**src/rtl/ped_request_ctrl_if.sv**
```systemverilog
// rtl/ped_request_ctrl_if.sv - pedestrian request controller signal bundle
//
// Groups the button, crossing status and request outputs of ped_request_ctrl.
//   btn_raw       raw pedestrian button, asynchronous, 1 = pressed
//   pause         1 = freeze all counters and the FSM
//   pattern       crossing pattern, 0 = STOP, 1 = WALK
//   second        current countdown value, unsigned
//   change_state  one-cycle request pulse to the phase counter
//   req_led       request-pending lamp
//   busy          1 while the controller is locked out
// master: drives the inputs (environment / bench); slave: the controller.
interface ped_request_ctrl_if;
    logic       btn_raw;
    logic       pause;
    logic       pattern;
    logic [3:0] second;
    logic       change_state;
    logic       req_led;
    logic       busy;

    modport master (
        output btn_raw, pause, pattern, second,
        input  change_state, req_led, busy
    );

    modport slave (
        input  btn_raw, pause, pattern, second,
        output change_state, req_led, busy
    );
endinterface

```
**src/rtl/ped_request_ctrl.sv**
```systemverilog
// rtl/ped_request_ctrl.sv - pedestrian push-button to change_state request controller
//
// Synchronises and debounces the pedestrian button, holds a pending request,
// forwards it as a single change_state pulse while the crossing shows STOP
// with enough countdown left, then locks out further presses for a while.
//
// Ports:
//   clk   in  system clock, rising edge
//   rst   in  asynchronous, active-low reset
//   bus   slave modport of ped_request_ctrl_if
//         (btn_raw, pause, pattern, second in; change_state, req_led, busy out)
//
// Optional feature macro: REQ_ACK_BLINK_EN
//   defined   : req_led blinks with half-period BLINK_CYCLES in PENDING and is
//               steady on in LOCKOUT; BLINK_CYCLES parameter exists.
//   undefined : req_led = (state == PENDING); no blink logic, no BLINK_CYCLES.
module ped_request_ctrl #(
    parameter int         DEBOUNCE_CYCLES = 50_000,
    parameter logic [3:0] MIN_SECOND      = 4'd5,
    parameter int         LOCKOUT_CYCLES  = 25_000_000
`ifdef REQ_ACK_BLINK_EN
    ,
    parameter int         BLINK_CYCLES    = 12_500_000
`endif
) (
    input  logic               clk,
    input  logic               rst,
    ped_request_ctrl_if.slave  bus
);

    localparam int DB_W = (DEBOUNCE_CYCLES > 1) ? $clog2(DEBOUNCE_CYCLES) : 1;
    localparam int LO_W = (LOCKOUT_CYCLES > 1) ? $clog2(LOCKOUT_CYCLES) : 1;
    localparam logic [DB_W-1:0] DB_MAX = DB_W'(DEBOUNCE_CYCLES - 1);
    localparam logic [LO_W-1:0] LO_MAX = LO_W'(LOCKOUT_CYCLES - 1);

    typedef enum logic [1:0] {
        IDLE    = 2'd0,
        PENDING = 2'd1,
        ISSUE   = 2'd2,
        LOCKOUT = 2'd3
    } state_t;

    state_t state;
    state_t next_state;

    logic            sync_ff1;
    logic            btn_sync;
    logic            btn_stable;
    logic            btn_stable_d;
    logic [DB_W-1:0] db_cnt;
    logic [LO_W-1:0] lo_cnt;
    logic            press;

    // Synchroniser runs freely; debounce and edge detection freeze on pause
    // so that a press in progress resumes from its held count afterwards.
    always_ff @(posedge clk or negedge rst) begin
        if (!rst) begin
            sync_ff1     <= 1'b0;
            btn_sync     <= 1'b0;
            btn_stable   <= 1'b0;
            btn_stable_d <= 1'b0;
            db_cnt       <= '0;
        end else begin
            sync_ff1 <= bus.btn_raw;
            btn_sync <= sync_ff1;
            if (!bus.pause) begin
                btn_stable_d <= btn_stable;
                if (btn_sync == btn_stable) begin
                    db_cnt <= '0;
                end else if (db_cnt == DB_MAX) begin
                    // Counter saturates here; it clears once stable catches up.
                    btn_stable <= btn_sync;
                end else begin
                    db_cnt <= db_cnt + DB_W'(1);
                end
            end
        end
    end

    // Held high across a pause because btn_stable_d is frozen too.
    assign press = btn_stable & ~btn_stable_d;

    always_ff @(posedge clk or negedge rst) begin
        if (!rst) begin
            lo_cnt <= '0;
        end else if (!bus.pause) begin
            if (state == LOCKOUT) begin
                if (lo_cnt != LO_MAX) begin
                    lo_cnt <= lo_cnt + LO_W'(1);
                end
            end else begin
                lo_cnt <= '0;
            end
        end
    end

    always_ff @(posedge clk or negedge rst) begin
        if (!rst) begin
            state <= IDLE;
        end else begin
            state <= next_state;
        end
    end

    // Every transition is gated by pause. ISSUE waits in place while paused
    // and pulses only on the cycle it leaves, so the pulse is always single.
    always_comb begin
        next_state       = state;
        bus.change_state = 1'b0;
        bus.busy         = 1'b0;
        case (state)
            IDLE: begin
                if (!bus.pause && press) begin
                    next_state = PENDING;
                end
            end
            PENDING: begin
                if (!bus.pause) begin
                    if (bus.pattern) begin
                        next_state = IDLE;
                    end else if (bus.second > MIN_SECOND) begin
                        next_state = ISSUE;
                    end
                end
            end
            ISSUE: begin
                if (!bus.pause) begin
                    bus.change_state = 1'b1;
                    next_state       = LOCKOUT;
                end
            end
            LOCKOUT: begin
                bus.busy = 1'b1;
                if (!bus.pause && (lo_cnt == LO_MAX)) begin
                    next_state = IDLE;
                end
            end
            default: begin
                next_state = IDLE;
            end
        endcase
    end

`ifdef REQ_ACK_BLINK_EN
    localparam int BL_W = (BLINK_CYCLES > 1) ? $clog2(BLINK_CYCLES) : 1;
    localparam logic [BL_W-1:0] BL_MAX = BL_W'(BLINK_CYCLES - 1);

    logic [BL_W-1:0] bl_cnt;
    logic            blink_led;

    // Restarts on every state change so PENDING always opens with the lamp on.
    always_ff @(posedge clk or negedge rst) begin
        if (!rst) begin
            bl_cnt    <= '0;
            blink_led <= 1'b1;
        end else if (next_state != state) begin
            bl_cnt    <= '0;
            blink_led <= 1'b1;
        end else if (!bus.pause && (state == PENDING)) begin
            if (bl_cnt == BL_MAX) begin
                bl_cnt    <= '0;
                blink_led <= ~blink_led;
            end else begin
                bl_cnt <= bl_cnt + BL_W'(1);
            end
        end
    end

    assign bus.req_led = ((state == PENDING) && blink_led) || (state == LOCKOUT);
`else
    assign bus.req_led = (state == PENDING);
`endif

endmodule
```
**src/flat_wrapper.sv**
```systemverilog
// flat-port wrapper written by rule: the top's interface ports become plain ports
module ped_request_ctrl_flat 
#(
    parameter int         DEBOUNCE_CYCLES = 50_000,
    parameter logic [3:0] MIN_SECOND      = 4'd5,
    parameter int         LOCKOUT_CYCLES  = 25_000_000

)
  (clk, rst, bus_btn_raw, bus_pause, bus_pattern, bus_second, bus_change_state, bus_req_led, bus_busy);
  ped_request_ctrl_if bus_i ();
  input  logic clk;
  input  logic rst;
  input wire logic [$bits(bus_i.btn_raw)-1:0] bus_btn_raw;
  input wire logic [$bits(bus_i.pause)-1:0] bus_pause;
  input wire logic [$bits(bus_i.pattern)-1:0] bus_pattern;
  input wire logic [$bits(bus_i.second)-1:0] bus_second;
  output wire logic [$bits(bus_i.change_state)-1:0] bus_change_state;
  output wire logic [$bits(bus_i.req_led)-1:0] bus_req_led;
  output wire logic [$bits(bus_i.busy)-1:0] bus_busy;
  assign bus_i.btn_raw = bus_btn_raw;
  assign bus_i.pause = bus_pause;
  assign bus_i.pattern = bus_pattern;
  assign bus_i.second = bus_second;
  assign bus_change_state = bus_i.change_state;
  assign bus_req_led = bus_i.req_led;
  assign bus_busy = bus_i.busy;
  ped_request_ctrl #(.DEBOUNCE_CYCLES(DEBOUNCE_CYCLES), .MIN_SECOND(MIN_SECOND), .LOCKOUT_CYCLES(LOCKOUT_CYCLES)) u_core (.clk(clk), .rst(rst), .bus(bus_i));
endmodule
```
**config.mk**
```make
export PLATFORM = sky130hd
export DESIGN_NAME = ped_request_ctrl_flat
export DESIGN_NICKNAME = d
export VERILOG_FILES = /design/src/rtl/ped_request_ctrl_if.sv /design/src/rtl/ped_request_ctrl.sv /design/src/flat_wrapper.sv
export SDC_FILE = /design/constraint.sdc
export NUM_CORES = 1
export LEC_CHECK = 0
export ABC_AREA = 1
export ABC_CLOCK_PERIOD_IN_PS = 1900
export CAP_MARGIN = 20
export CORE_AREA = 2 2 82 84
export DETAILED_ROUTE_END_ITERATION = 8
export DIE_AREA = 0 0 84 86
export PLACE_DENSITY_LB_ADDON = 0.15
export SYNTH_ARGS = -nofsm -noshare
export SYNTH_HDL_FRONTEND = slang
export SYNTH_SLANG_ARGS = --single-unit
```
**constraint.sdc**
```tcl
create_clock -name clk -period 1.9 [get_ports clk]
set_input_delay 0.475 -clock clk [delete_from_list [all_inputs] [get_ports clk]]
set_output_delay 0.475 -clock clk [all_outputs]
set_load 0.05 [all_outputs]
```
# Yosys cells after proc, flatten, opt, wreduce, memory -nomap -nowiden
# Index checks and enable logic that the tools add are counted.
[word_totals] register_bits=47 word_cells=50
[classes] add_sub_neg=2 n_lt_le_gt_ge=1 n_eq_ne=14 muxes=14 bitwise=4 reduce_logical=8
[ops] cell="$mux W25" n=2
[ops] cell="$mux W16" n=2
[ops] cell="$add A25 B1 Y25 const B" n=1
[ops] cell="$eq A25 B25 Y1 const B" n=1
[ops] cell="$ne A25 B25 Y1 const B" n=1
[ops] cell="$add A16 B1 Y16 const B" n=1
[ops] cell="$eq A16 B16 Y1 const B" n=1
[ops] cell="$mux W2" n=6
[ops] cell="$ne A2 B2 Y1 const B" n=4
[ops] cell="$pmux W2 S4" n=1
[ops] cell="$reduce_and A5 Y1" n=1
[ops] cell="$eq A2 B2 Y1 const B" n=2
[ops] cell="$gt A4 B3 Y1 const B" n=1
[ops] cell="$ne A2 B1 Y1 const B" n=2
[ops] cell="$reduce_and A2 Y1" n=2
[ops] cell="$mux W1" n=3
[ops] cell="$ne A3 B2 Y1 const B" n=1
[ops] cell="$not A1 Y1" n=3
[ops] cell="$reduce_and A3 Y1" n=1
[ops] cell="$eq A2 B1 Y1 const B" n=1
[ops] cell="$logic_and A1 B1 Y1" n=2
[ops] cell="$logic_not A2 Y1" n=1
[ops] cell="$and A1 B1 Y1" n=1
[ops] cell="$eq A1 B1 Y1" n=1
[ops] cell="$logic_not A1 Y1" n=1

# Logic depth before layout (Yosys ltp)
# Gate-level depths: netlist of run 1.
[depth] ltp_word=5 ltp_mapped=12 mapped_depth_nobuf=11

# Worst setup path after synthesis of run 1
# No wires, ideal clock.
[synth_path] path_type="input -> output" from="input port bus_pause" to="output port bus_change_state" arrival_ps=1551 path_slack_ps=-126 path_stages=1 n_path_buf=0 path_cell_list="nor3_1"
[synth_between] elab_chain_cells=2
[synth_lines] element="start: declaration" line="flat_wrapper.sv:14" rtl="input wire logic [$bits(bus_i.pause)-1:0] bus_pause;"
[synth_lines] element="$mux W1" line="ped_request_ctrl.sv:127" rtl="if (!bus.pause) begin"
[synth_lines] element="$mux W1" line="ped_request_ctrl.sv:111" rtl="case (state)"
[synth_lines] element="end: declaration" line="flat_wrapper.sv:17" rtl="output wire logic [$bits(bus_i.change_state)-1:0] bus_change_state;"
# Every way passes these cells.

# Worst setup path after layout of run 1
[layout_path] from="register u_core.state[0]" to="output port bus_busy"
[layout_between] elab_chain_cells=2
[layout_lines] element="start: declaration" line="ped_request_ctrl.sv:43" rtl="state_t state;"
[layout_lines] element="start signal: assignment" line="ped_request_ctrl.sv:101" rtl="state <= next_state;"
[layout_lines] element="$eq A2 B2 Y1" line="ped_request_ctrl.sv:111"
[layout_lines] element="$mux W1" line="ped_request_ctrl.sv:111"
[layout_lines] element="end: declaration" line="flat_wrapper.sv:19" rtl="output wire logic [$bits(bus_i.busy)-1:0] bus_busy;"
# Every way passes these cells.

==> results.sh, run 1 <==
export IMPL_viasPerCell=5.11
export IMPL_htreeDepth=2
export IMPL_synth_top_cell_by_area="dfrtp_1"
export IMPL_n_antenna_cell=0
export IMPL_clkLatencyLatePin_ps=300
export IMPL_dieArea_um2=7220
export IMPL_clock_root_buffer="clkbuf_8"
export IMPL_cts_tree="built"
export IMPL_tightest_slew_ps=367
export IMPL_slowest_stage="dfrtp_1"
export IMPL_ir_drop_mv=0.643
export IMPL_hold_viol=0
export IMPL_wl_per_cell_um=12.3
export IMPL_dp_hpwl_mm=5.11
export IMPL_drtAntennaViolNets=0
export IMPL_fin_hold_ws_ps=130
export IMPL_worstPathMaxFanout=7
export IMPL_yosys_warnings=0
export IMPL_critPathCaptureType="output port"
export IMPL_ctsResizeCount=0
export IMPL_die_y_um=86
export IMPL_postPlaceCellArea_um2=3390
export IMPL_drv_cap=0
export IMPL_ys_ff_latch=47
export IMPL_layout_min_cycle_time_ps=1810
export IMPL_initial_core_util=0.493
export IMPL_hp_class="in2async"
export IMPL_antenna_found_initial=0
export IMPL_ioPinCount=12
export IMPL_fin_crit_sh=0.951
export IMPL_grt_remaining_overflow=0
export IMPL_final_fill_count=600
export IMPL_fin_nets=486
export IMPL_path_cells="nand2_1, inv_1, buf_12"
export IMPL_synth_top_area_share=0.380
export IMPL_powerDensity_nw_per_um2=727
export IMPL_clk_pin_slew_ps=90
export IMPL_grt_pass1_wl_mm=12.3
export IMPL_routed_wl_mm=6.82
export IMPL_outcome="finished, final reports clean"
export IMPL_skew_ps=5.76
export IMPL_route_detailed_drc=0
export IMPL_tns_ps=0
export IMPL_worstSetupStartpointType="flip-flop"
export IMPL_slew_viol_final=0
export IMPL_grt_max_degree=48
export IMPL_syn_inst=452
export IMPL_place_congestion=0.924
export IMPL_grt_setup_unrepaired="false"
export IMPL_final_cell_area_um2=3530
export IMPL_synth_seq_area_share=0.380
export IMPL_synth_area_leaders="dfrtp_1 38%, nand2_1 19%, nor2_1 7.9%"
export IMPL_path_class="reg2out"
export IMPL_cp_arrival_ps=1330
export IMPL_finalSetupViolCount=0
export IMPL_num_vias=2827
export IMPL_max_freq_ghz=0.553
export IMPL_grt_total_usage=0.206
export IMPL_max_slew_margin=0.753
export IMPL_leakagePower_nw=1.46
export IMPL_required_ps=1420
export IMPL_post_cts_buffers=0
export IMPL_die_w_um=84
export IMPL_area_growth_pct=14.1
export IMPL_io_buffers=10
export IMPL_initialDrtViolationCount=202
export IMPL_max_stage_delay_ps=480
export IMPL_fp_row_count=29
export IMPL_grt_pass1_vias=2648
export IMPL_clkSinkCount=47
export IMPL_mostFrequentLayoutCell="nand2_1"
export IMPL_syn_avg_cell_area_um2=6.85
export IMPL_final_cell_mix="156 x nand2_1, 65 x nor2_1, 47 x dfrtp_1"
export IMPL_synthesis_area_um2=3100
export IMPL_cts_made_buffers=5
export IMPL_core_area_um2=6280
export IMPL_cts_buffer_depth=2
export IMPL_ctsHoldBuffers=0
export IMPL_synthDistinctLibCells=28
export IMPL_first_pass_iters=5
export IMPL_synth_nets=463
export IMPL_drive_gt1_frac=0.111
[critical path, delay by kind of cell, from the launching register on]
kind / cells / cell delay (ps)
buffers and inverters: 2 / 430
AND/OR/NAND/NOR: 1 / 120
flip-flops: 1 / 480
[registers in the layout, indices dropped and copies added (netlist names), named ones only]
| name | count |
|---|---|
| u_core.btn_stable_d | 1 |
| u_core.lo_cnt | 25 |
| u_core.state | 1 |
| u_core.btn_sync | 1 |
| u_core.btn_stable | 1 |
| u_core.sync_ff1 | 1 |
| u_core.db_cnt | 16 |
[layer usage]
metal  vias up  GRT usage  wire (um)
met3         6     0.0337        260
met5         -          0          0
met4         0     0.0528         59
met1      1291      0.295       3480
met2        40      0.327       3020
li1       1490          -          -
[final timing paths]
path                                   from                 to  slack (ps)  depth (start not counted)
setup / recovery            u_core.state[0]           bus_busy          90                          3
hold / removal                          rst          async pin         130                          2
setup reg to reg           u_core.lo_cnt[1]  u_core.lo_cnt[18]         220                         10
hold reg to reg             u_core.sync_ff1    u_core.btn_sync         360                          0
max in group asynchronous               rst  u_core.lo_cnt[12]        1540                          2
min in group clk            u_core.sync_ff1    u_core.btn_sync         360                          0
[Yosys cell counts]
master    number
ha_1           2
inv_1         34
nor2_2         2
nand2_4        1
or2_2          2
buf_6          5
nand3_1       44
o21ai_0        6
xnor2_1        1
nand2_1      156
o21a_1         1
o21bai_1       4
nor2_1        65
a21oi_1        2
clkinv_1       1
nor2_4         2
o21ai_2       10
nand3b_1       2
inv_2          5
buf_2          3
nor3_1         7
nand3_2        1
nand2_2        2
o21ai_1       19
nand4_1       12
xnor2_2        1
dfrtp_1       47
xor2_1        15
[cell families (layout without fill, tap and decap cells)]
| kind of cell | after synthesis | in the layout | share of synthesized area |
|---|---|---|---|
| flops | 47 | 47 | 0.380 |
| xor+xnor | 17 | 17 | 0.0505 |
| buf+inv | 48 | 72 | 0.0715 |
| compound gates | 42 | 42 | 0.0841 |
| fa+ha+maj | 2 | 2 | 0.00808 |
| simple gates | 296 | 296 | 0.406 |
[power breakdown]
group | total, mW | switching, mW | internal (mW)
Combinational | 0.583 | 0.356 | 0.227
Sequential | 1.10 | 0.0513 | 1.05
Clock | 0.888 | 0.363 | 0.525
Total | 2.57 | 0.770 | 1.80
[final cells by class]
type	count	area [um2]	share of cell area
repair buffers	24	270	0.0765
well taps	77	96.3	0.0273
clock inverters	3	67.6	0.0191
inverters	40	150	0.0425
flip-flops and latches	47	1180	0.333
clock buffers	5	68.8	0.0195
multi-input cells	357	1700	0.482
[stage by stage]
| stage | total power [mW] | worst slack [ps] | util | cells |
|---|---|---|---|---|
| after floorplan | 1.44 | 302 | - | 452 |
| after global placement | 1.69 | 27.6 | 0.541 | 545 |
| after detailed placement | 1.70 | 24.1 | 0.541 | 545 |
| after CTS | 2.59 | 12.2 | 0.562 | 553 |
| after global routing | 2.69 | 7.78 | 0.563 | 553 |
| final | 2.57 | 93.0 | 0.563 | 553 |
(Power assumes the default switching activity.)
==> run 2: changes to the inputs <==
--- a/config.mk
+++ b/config.mk
@@ -8,10 +8,12 @@
 export ABC_AREA = 1
 export ABC_CLOCK_PERIOD_IN_PS = 1900
 export CAP_MARGIN = 20
-export CORE_AREA = 2 2 82 84
+export CORE_AREA = 2 2 74 93
 export DETAILED_ROUTE_END_ITERATION = 8
-export DIE_AREA = 0 0 84 86
+export DIE_AREA = 0 0 76 95
+export DONT_BUFFER_PORTS = 1
 export PLACE_DENSITY_LB_ADDON = 0.15
+export SKIP_LAST_GASP = 1
 export SYNTH_ARGS = -nofsm -noshare
 export SYNTH_HDL_FRONTEND = slang
 export SYNTH_SLANG_ARGS = --single-unit
==> results.sh, run 2 (synthesis results as in run 1) <==
export IMPL_worstSetupStartpointType="flip-flop"
export IMPL_fin_nets=477
export IMPL_post_place_cells=542
export IMPL_finalNonFillerCells=554
export IMPL_antenna_found_initial=0
export IMPL_grt_remaining_overflow=0
export IMPL_die_y_um=95
export IMPL_required_ps=1420
export IMPL_slew_viol_final=0
export IMPL_clock_root_buffer="clkbuf_8"
export IMPL_layout_min_cycle_time_ps=1800
export IMPL_htreeDepth=2
export IMPL_num_vias=2826
export IMPL_ioPinCount=12
export IMPL_hold_viol=0
export IMPL_max_stage_delay_ps=480
export IMPL_worstPathMaxFanout=20
export IMPL_final_cell_mix="155 x nand2_1, 65 x nor2_1, 47 x dfrtp_1"
export IMPL_largest_register_ffs=25
export IMPL_drive_gt1_frac=0.109
export IMPL_n_antenna_cell=0
export IMPL_cts_made_buffers=5
export IMPL_powerDensity_nw_per_um2=654
export IMPL_leakagePower_nw=1.40
export IMPL_clk_pin_slew_ps=100
export IMPL_hp_class="in2async"
export IMPL_viasPerCell=5.10
export IMPL_clkSinkCount=47
export IMPL_cp_depth=3
export IMPL_initialDrtViolationCount=100
export IMPL_route_detailed_drc=0
export IMPL_skew_ps=5.14
export IMPL_initial_core_util=0.484
export IMPL_worstSetupEndpoint="bus_busy"
export IMPL_drtAntennaViolNets=0
export IMPL_ir_drop_mv=0.307
export IMPL_dp_hpwl_mm=5.19
export IMPL_wl_per_cell_um=12.6
export IMPL_cts_buffer_depth=2
export IMPL_path_cells="nand2_2, inv_1, buf_12"
export IMPL_reg_largest_list="u_core.lo_cnt (25), u_core.db_cnt (16)"
export IMPL_fin_crit_sh=0.950
export IMPL_cp_top_family="flip-flops"
export IMPL_grt_setup_unrepaired="false"
export IMPL_dieArea_um2=7220
export IMPL_slowest_stage="dfrtp_1"
export IMPL_routed_wl_mm=6.99
export IMPL_max_slew_margin=0.724
export IMPL_grt_pass1_wl_mm=12.2
export IMPL_cts_tree="built"
export IMPL_clkLatencyLatePin_ps=300
export IMPL_cp_arrival_ps=1330
export IMPL_final_fill_count=635
export IMPL_reg2reg_slack_ps=180
export IMPL_critPathCaptureType="output port"
export IMPL_reg2reg_depth=10
export IMPL_outcome="finished, final reports clean"
export IMPL_first_pass_iters=4
export IMPL_path_class="reg2out"
export IMPL_place_ws_ps=164
export IMPL_tns_ps=0
export IMPL_max_freq_ghz=0.554
export IMPL_path_buf_inv=2
export IMPL_io_buffers=0
export IMPL_grt_pass1_vias=2710
export IMPL_core_area_um2=6400
export IMPL_fp_row_count=33
export IMPL_area_growth_pct=10.2
export IMPL_r2r_start="u_core.lo_cnt[1]"
export IMPL_top_register="u_core.lo_cnt"
export IMPL_place_congestion=0.981
export IMPL_grt_total_usage=0.210
export IMPL_mostFrequentLayoutCell="nand2_1"
export IMPL_tightest_slew_ps=414
export IMPL_die_w_um=76
export IMPL_finalSetupViolCount=0
export IMPL_worst_slack_ps=95.1
export IMPL_cp_startpoint="u_core.state[0]"
export IMPL_drv_cap=0
export IMPL_reg2reg_to="u_core.lo_cnt[11]"
export IMPL_grt_max_degree=48
## run 2: worst min path at each step
stage | from | to | slack (ps)
floorplan | rst | async pin | 180
global placement | rst | u_core.db_cnt[12] | 180
detailed placement | rst | u_core.db_cnt[12] | 180
CTS | rst | u_core.db_cnt[4] | 20
global route | rst | u_core.db_cnt[8] | 20
finish | rst | u_core.db_cnt[8] | 10
## run 2: stage by stage
step / hold WS (ps) / power (mW) / util / area, um2
3_5_place_dp: 181 / 1.56 / 0.509 / 3260
5_1_grt: 20.5 / 2.36 / 0.533 / 3410
2_1_floorplan: 179 / 1.44 / - / 3100
4_1_cts: 21.7 / 2.26 / 0.529 / 3390
6_report: 14.4 / 2.23 / 0.533 / 3410
3_3_place_gp: 181 / 1.55 / 0.509 / 3260
## run 2: area by class of cell
type / count / area (um2) / share of cell area
flip-flops and latches: 47 / 1180 / 0.345
clock inverters: 2 / 16.3 / 0.00477
repair buffers: 15 / 170 / 0.0499
multi-input cells: 357 / 1710 / 0.500
well taps: 87 / 109 / 0.0319
inverters: 40 / 153 / 0.0447
clock buffers: 6 / 82.6 / 0.0242
## run 2: routing by layer
layer,GRT usage,up-vias,wire [um]
met5,0,-,0
met3,0.0287,20,142
met4,0.100,0,253
met1,0.239,1294,3000
met2,0.392,35,3600
li1,-,1477,-
## run 2: report_power, final
| part | switching (mW) | internal (mW) | total [mW] | leakage, nW |
|---|---|---|---|---|
| combinational | 0.329 | 0.141 | 0.471 | 0.711 |
| clock | 0.364 | 0.298 | 0.662 | 0.0474 |
| sequential | 0.0519 | 1.05 | 1.10 | 0.642 |
| total | 0.745 | 1.48 | 2.23 | 1.40 |
## run 2: worst register-to-register path, delay by kind of cell, from the launching register on
kind	cells	cell delay (ps)
AO/OA/AOI/OAI	1	80
AND/OR/NAND/NOR	7	820
adder cells (fa/ha/maj)	1	190
flip-flops	1	380
buffers and inverters	1	170
## run 2: what timing repair did
| action | in CTS | in global routing |
|---|---|---|
| gates resized for setup | 1 | 1 |
| endpoints found under the setup margin | 1 | 3 |
| hold buffers | 1 | 0 |
| setup buffers | 0 | 3 |
| hold endpoints to repair | 47 | 0 |
| pin swaps | 0 | 1 |
